--- config.mk ---
export PLATFORM = sky130hd
export DESIGN_NAME = rc_tick_timer
export DESIGN_NICKNAME = d
export VERILOG_FILES = /design/src/rtl/rc_tick_timer.sv
export SDC_FILE = /design/constraint.sdc
export NUM_CORES = 1
export LEC_CHECK = 0
export ABC_AREA = 1
export CAP_MARGIN = 20
export CORE_MARGIN = 1
export CORE_UTILIZATION = 31
export CTS_CLUSTER_SIZE = 25
export DETAILED_ROUTE_END_ITERATION = 10
export SLEW_MARGIN = 20
export SYNTH_ARGS = -nofsm -noshare
export SYNTH_HDL_FRONTEND = slang
export SYNTH_SLANG_ARGS = --single-unit
--- constraint.sdc ---
create_clock -name clk -period 5.7 [get_ports clk]
set_input_delay 0.855 -clock clk [delete_from_list [all_inputs] [get_ports clk]]
set_output_delay 0.855 -clock clk [all_outputs]
set_load 0.01 [all_outputs]
--- src/rtl/rc_tick_timer.sv ---
// Interval timer counting ripple-carry ticks from the upstream 4-bit counter.
// Supports one-shot and periodic modes, with a sticky irq, ack and overrun flag.
module rc_tick_timer #(
  parameter int W = 12
) (
  input  logic         clk,
  input  logic         rst,
  input  logic         Rc,
  input  logic [3:0]   Q_lo,
  input  logic         start,
  input  logic         stop,
  input  logic         clr,
  input  logic [W-1:0] period,
  input  logic         mode,
  input  logic         ack,
  output logic [W-1:0] tick_cnt,
  output logic [W+3:0] elapsed,
  output logic         expire,
  output logic         irq,
  output logic         ovf,
  output logic         busy,
  output logic         done
);

  typedef enum logic [1:0] {IDLE, RUN, DONE} state_t;

  state_t       state, state_nxt;
  logic [W-1:0] period_reg, period_nxt;
  logic [W-1:0] cnt_nxt;
  logic         mode_reg, mode_nxt;
  logic         fire;
  logic         accept;

  // An Rc arriving alongside any command is swallowed by the command.
  always_comb begin
    state_nxt  = state;
    cnt_nxt    = tick_cnt;
    period_nxt = period_reg;
    mode_nxt   = mode_reg;
    fire       = 1'b0;
    accept     = start && (period != '0) && (state != RUN);

    if (clr) begin
      cnt_nxt   = '0;
      state_nxt = IDLE;
    end else if (stop) begin
      if (state == RUN) state_nxt = IDLE;
    end else if (accept) begin
      period_nxt = period;
      mode_nxt   = mode;
      cnt_nxt    = '0;
      state_nxt  = RUN;
    end else if ((state == RUN) && Rc) begin
      if (tick_cnt == period_reg - W'(1)) begin
        fire = 1'b1;
        if (mode_reg) begin
          cnt_nxt = '0;
        end else begin
          cnt_nxt   = period_reg;
          state_nxt = DONE;
        end
      end else begin
        cnt_nxt = tick_cnt + W'(1);
      end
    end
  end

  always_ff @(posedge clk) begin
    if (rst) begin
      state      <= IDLE;
      tick_cnt   <= '0;
      period_reg <= '0;
      mode_reg   <= 1'b0;
      expire     <= 1'b0;
      irq        <= 1'b0;
      ovf        <= 1'b0;
      busy       <= 1'b0;
      done       <= 1'b0;
    end else begin
      state      <= state_nxt;
      tick_cnt   <= cnt_nxt;
      period_reg <= period_nxt;
      mode_reg   <= mode_nxt;
      expire     <= fire;
      // A fire in the same cycle as ack wins, so the flag stays set.
      irq        <= fire | (irq & ~ack);
      ovf        <= ovf | (fire & irq);
      busy       <= (state_nxt == RUN);
      done       <= (state_nxt == DONE);
    end
  end

  assign elapsed = {tick_cnt, Q_lo};

endmodule

==> results of run 1 <==
through the flow:
step | util (%) | setup slack (ps) | power (mW) | hold WS, ps | cell area (um2)
final | 40.3 | 2850 | 0.528 | 477 | 2770
after global routing | 40.3 | 2540 | 0.558 | 505 | 2770
after CTS | 40.3 | 2790 | 0.532 | 478 | 2770
after detailed placement | 38.9 | 2530 | 0.342 | 457 | 2670
after global placement | 38.8 | 2590 | 0.341 | 463 | 2660
after floorplan | - | 3680 | 0.314 | 491 | 2230
area by class of cell:
| class | instances | area, um2 |
|---|---|---|
| flip-flops and latches | 32 | 641 |
| clock buffers | 7 | 96.3 |
| well taps | 96 | 120 |
| inverters | 50 | 188 |
| fillers | 740 | 4100 |
| multi-input cells | 235 | 1240 |
| repair buffers | 48 | 480 |
cell families after synthesis:
| group | synth area share (%) |
|---|---|
| buf+inv | 15.9 |
| xor+xnor | 5.11 |
| compound gates | 14.3 |
| fa+ha+maj | 1.12 |
| simple gates | 34.9 |
| flops | 28.7 |
cells in the mapped netlist (all sizes together):
| cell type | count |
|---|---|
| nand2 | 91 |
| inv | 48 |
| dfxtp | 32 |
| a21oi | 29 |
| nand3 | 28 |
| o21ai | 27 |
| nor2 | 26 |
| buf | 20 |
| xor2 | 10 |
| nand4 | 5 |
| clkbuf | 4 |
| nor3 | 4 |
| nor4 | 3 |
| xnor2 | 3 |
| clkinv | 2 |
| ha | 2 |
| or2 | 2 |
| a31oi | 1 |
| nand3b | 1 |
| o211ai | 1 |
| o21a | 1 |
| o31ai | 1 |
power by group:
group / internal [mW] / total, mW / switching [mW]
sequential: 0.229 / 0.238 / 0.00822
combinational: 0.0405 / 0.0989 / 0.0584
clock: 0.108 / 0.191 / 0.0837
total: 0.377 / 0.528 / 0.150
final timing paths:
check           startpoint          end  slack, ps  depth (start not counted)
max reg2reg  period_reg[0]  tick_cnt[8]       3450                         15
min reg2reg            ovf          ovf        480                          2
min                    ovf          ovf        480                          2
max              period[0]  tick_cnt[1]       2850                          8
worst max-delay path, cell delays in order:
cell                              delay, ps
sky130_fd_sc_hd__clkdlybuf4s50_1        420
sky130_fd_sc_hd__nor4_1                 400
sky130_fd_sc_hd__nand3_1                180
sky130_fd_sc_hd__o211ai_2               140
sky130_fd_sc_hd__nand2_1                110
sky130_fd_sc_hd__nor2_1                 620
sky130_fd_sc_hd__nand3_1                170
sky130_fd_sc_hd__a21oi_1                160
routing by layer:
| metal | share of wire (%) | track usage (%) |
|---|---|---|
| met1 | 46 | 19.2 |
| met4 | 0.72 | 3.33 |
| met2 | 48 | 26.2 |
| met3 | 4.8 | 4.29 |
| met5 | 0 | 0 |
==> results list, run 1 <==
- The analysis attributes to cell leakage a power of 1.16 nW.
- The final-report hold violation count was 0.
- Setup repair after global routing missed its margin: no
- Post-DR wirelength/cell: 11.5 um
- First-pass GRT wire length: 9090 um
- CP required: 5920 ps
* Fraction of the cycle the final worst path needs: 50.0%
- IO Pins: 57
- Most frequent cells in the layout: sky130_fd_sc_hd__nand2_1 (86), sky130_fd_sc_hd__clkdlybuf4s50_1 (48), sky130_fd_sc_hd__inv_1 (41)
- By area the synthesized netlist is led by sky130_fd_sc_hd__dfxtp_1 (29%), sky130_fd_sc_hd__nand2_1 (14%), sky130_fd_sc_hd__inv_1 (6.9%).
* Max Cap Viol: 0
* Number of buffers on the longest clock path: 2
- After clock tree synthesis, the clock-pin slew on the worst setup and hold paths is 70 ps.
* Mapped Cells: 341
- Status: finished clean
* Time the worst path needs with I/O delays and setup: 2850 ps
- Area of the placeable core: 6870 um2
- When the netlist entered floorplanning its net count stood at 367.
- Once placement completed, the tool counted placed cells totaling 461.
* Antenna-violating nets left: 0
- During placement, the flow inserted port buffers numbering 48.
- Number of H-tree levels: 2
- Number of resized instances in the post-cts repair step: 0
- Path class of the lowest-slack min-delay path: register to register
- Routability-driven placement congestion ratio: 0.851
- Biggest area consumer among synthesized cells: sky130_fd_sc_hd__dfxtp_1
* Max-slew violation count: 0
- STA puts the critical path data arrival time at 3070 ps.
* Routed Wire Length: 5400 um
- Fraction of final layout cells with drive strength greater than 1: 9.68%
- During synthesis, Yosys emitted a total of 0 warnings.
* Synth Cell Area: 2230 um2
- Number of standard cells in the layout, taps in and fillers out: 468
- Die boundary width: 86.8 um
* Vert. Die Dim: 86.8 um
- The via count of the first global-routing pass is 1993.
* Overall global routing resource usage: 15.4%
* TritonRoute pass-1 iters: 4
* GRT overflow: 0
* Setup clock skew after layout: 4.90 ps
- Timing would allow up to 351 MHz.
- First-iteration detailed-routing DRC count: 106
* Total number of vias: 2174
- For the final routed database, the setup TNS stands at 0 ps.
- Number of distinct library cells after synthesis: 37
- CP Launch Type: input pin
- Average footprint of a synthesized cell: 6.53 um2
* Crit path kind: input pin to register
* Quantity of hold-fixing buffers added after cts: 0
- In this run the worst path has a maximum fanout of 12.
* Clock root cell: sky130_fd_sc_hd__clkbuf_8
- Max-slew headroom at the worst pin: 46.4%
* TritonCTS clock tree: built
* Die Area: 7530 um2
* Antenna violations before repair: 0
- Sequential cells were found to cover 28.7% of the synthesized design area.
* CP endpoint kind: register
- The number of setup buffers added after CTS is 0.
- From synthesis to final layout, the design area changed by 24.1%.
* Most frequent standard cell in the layout excluding fill and tap cells: sky130_fd_sc_hd__nand2_1
* Antenna cells: 0
- After detailed routing, the number of vias per cell comes to 4.65.
- The net count of the finished layout is 398.
* Initial standard-cell utilization of the core: 32.4%
- Number of rows created at floorplan: 30
* Largest net degree at the start of global routing: 27
* Setup violation total in the final timing report: 0
- DRC violations left: 0
* Clock Sink Count: 32
- Measured slew at the worst slew-check pin: 801 ps
- In this run the power density over the cells is 191 nW/um2.
- Clock latency on the worst-skew pair: 280 ps
- After synthesis, the largest area contributor takes up 28.7% of total cell area.
* Number of buffers inserted during clock tree synthesis: 5
- Detailed placement HPWL: 4140 um
* FF+latch count, synth: 32
- Across the VDD grid, the largest voltage drop is 0.000104 V.
(Power assumes the default switching activity.)
==> run 2: changes to the inputs <==
Clock period 5.7 ns to 2.6 ns, I/O delays scaled along.
==> results list, run 2 (same netlist as run 1, synthesis figures left out) <==
- The die span in y came to 86.8 um (unchanged).
* Leakage dissipation: 1.16 nW (+0.54%)
- The transition time at the pin with the least slew margin was 744 ps (-57.2 ps).
- The number of instances on the worst hold path was 2 (unchanged).
- The delay contributed by the slowest stage of the critical path was 380 ps (-240 ps).
- Peak Freq: 448 MHz
- The number of iterations in the first detailed-routing pass was 4 (unchanged).
* Fraction of the cycle the final worst path needs: 85.9%
- The clock-pin slew of the registers on the worst-case setup and hold paths came to 60 ps (about the same).
* Cell area reported after detailed placement: 2690 um2 (+0.61%)
* Antenna violations before repair: 0 (unchanged)
- Max rail drop VDD: 0.000295 V (+180%)
* Routed met1 length: 2300 um (-8.1%)
- Routability-driven placement congestion ratio: 0.807 (-5.2%)
* Overall global routing resource usage: 15.8% (+0.43 points)
- Via count of the first global-routing pass: 2145 (+7.6%)
* Setup clock skew after layout: 2.30 ps (-2.60 ps)
* Cells traversed along the worst timing path: inv_2 > ha_1 > inv_1 > nand2_1 > nand2_1 > nor2_1 > nand2_1 > nor2_1 > nand3_1 > nor2_4 > nand3_4 > inv_2 > o21ai_0 > nand3_1 > a21oi_1
* Setup repair bufs after CTS: 0 (unchanged)
- The count of hold-fix buffers inserted at cts is 0 (unchanged).
- Clock Sink Count: 32 (unchanged)
- Area of all placed cells without fillers: 2770 um2 (+0.14%)
* Initial standard-cell utilization of the core: 32.4% (unchanged)
* Number of fill cells: 737 (-0.41%)
- Most frequent cells in the layout: sky130_fd_sc_hd__nand2_1 (86), sky130_fd_sc_hd__clkdlybuf4s50_1 (48), sky130_fd_sc_hd__inv_1 (41)
* Most frequent standard cell in the layout excluding fill and tap cells: sky130_fd_sc_hd__nand2_1
- Met3 wire length: 282 um (+8.0%)
- Antenna cells: 0 (unchanged)
* Maximum fanout along the worst path: 13 (+1)
* CP endpoint kind: register
* Final layout net count: 401 (+0.75%)
- STA classifies the critical path startpoint as a register.
* Max Cap Viol: 0 (unchanged)
- Final hold violation count: 0 (unchanged)
- The remaining design rule violation count was 0 (unchanged).
- Antenna-violating nets left: 0 (unchanged)
* Setup repair after global routing missed its margin: no
- The flow ran to the end, and the final reports show no timing, DRC or antenna violations.
* Total number of vias: 2173 (-0.046%)
* Most frequent cell on the critical path: sky130_fd_sc_hd__nand2_1
- The total power divided by cell area came to 396 nW/um2 (+110%).
* Setup violation total in the final timing report: 0 (unchanged)
- Final core utilization: 40.3% (+0.055 points)
* Detailed placement HPWL: 4160 um (+0.46%)
- GRT overflow: 0 (unchanged)
* Max-slew violation count: 0 (unchanged)
- Number of buffers on the longest clock path: 2 (unchanged)
- CP required: 2760 ps (-3160 ps)
- Vias per inst: 4.61 (-0.68%)
- The final-layout setup total negative slack was 0 ps (unchanged).
- The deepest level of the CTS H-tree is 2 (unchanged).
- Area of the placeable core: 6870 um2 (unchanged)
- The wire length of the first global-routing pass was 9390 um (+3.3%).
- Clock latency on the worst-skew pair: 280 ps (about the same)
- The average wire per standard cell came to 11.3 um (-1.8%).
- Crit path kind: register to register
* TritonCTS clock tree: built
- Area Growth Syn to Fin: 24.3%
- Routed Wire Length: 5340 um (-1.1%)
* Largest net degree at the start of global routing: 26 (-3.7%)
* Max-slew headroom at the worst pin: 50.3% (+3.8 points)
- The data arrival time of the critical path is 2400 ps (-670 ps).
* Number of resized instances in the post-cts repair step: 0 (unchanged)
* First-iteration detailed-routing DRC count: 97 (-8.5%)
* IO Pins: 57 (unchanged)
- Count of input and output buffers: 48 (unchanged)
- Fraction of final layout cells with drive strength greater than 1: 10.1% (+0.46 points)
* Sum of met2 wire segment lengths after detailed routing: 2680 um (+3.4%)
- The tree is rooted in a sky130_fd_sc_hd__clkbuf_8.
- On the critical path, the stage with the largest delay is an instance of sky130_fd_sc_hd__dfxtp_1.
* Die Area: 7530 um2 (unchanged)
- The count of cells along the worst register-to-register path was 15 (unchanged).
- The number of cell rows was 30 (unchanged).
- Path class of the lowest-slack min-delay path: register to register
- Top Metal Used: met4
- The total design power came to 1.10 mW (+110%).
* Number of buffers inserted during clock tree synthesis: 5 (unchanged)
* Die boundary width: 86.8 um (unchanged)
- Time the worst path needs with I/O delays and setup: 2230 ps
==> run 2: cell count changes in the layout (fill, tap and decap cells not counted) <==
cell,delta
sky130_fd_sc_hd__buf_4,+3
sky130_fd_sc_hd__clkbuf_8,-2
sky130_fd_sc_hd__clkbuf_1,+1
sky130_fd_sc_hd__clkinv_2,+1
==> run 2: final timing paths <==
check	to	slack (ps)	startpoint
max	tick_cnt[8]	370	period_reg[0]
min	ovf	470	ovf
max reg2reg	tick_cnt[8]	370	period_reg[0]
min reg2reg	ovf	470	ovf
==> run 2: final cells by class <==
cell class,instances,area (um2),share of cell area [%]
clock inverters,1,5.00,0.181
clock buffers,6,72.6,2.62
multi-input cells,235,1240,44.8
well taps,96,120,4.34
flip-flops and latches,32,641,23.1
inverters,50,188,6.78
repair buffers,51,503,18.2
==> run 2: metal layers <==
layer / vias to the layer above / GRT usage (%)
met5: - / 0
met4: 0 / 5.15
met3: 8 / 3.14
met2: 51 / 28.9
met1: 970 / 18.3
li1: 1144 / -
==> run 2: per-stage QoR <==
stage | instances | hold slack, ps | worst slack [ps]
after floorplan | 341 | 482 | 811
after detailed placement | 464 | 451 | 26.2
after global routing | 471 | 490 | 64.5
after global placement | 464 | 444 | 97.7
after CTS | 471 | 474 | 327
final | 471 | 466 | 366
==> run 2: power by group <==
part | internal, mW | leakage (nW) | switching [mW]
Combinational | 0.0909 | 0.863 | 0.131
Sequential | 0.503 | 0.260 | 0.0179
Clock | 0.182 | 0.0410 | 0.172
Total | 0.775 | 1.16 | 0.321
==> run 2: worst max-delay path, delay by kind of cell, from the launching register on <==
family / cells / cell delay, ps
fa+ha+maj: 1 / 290
buf+inv: 3 / 350
flops: 1 / 380
compound gates: 2 / 200
simple gates: 9 / 890
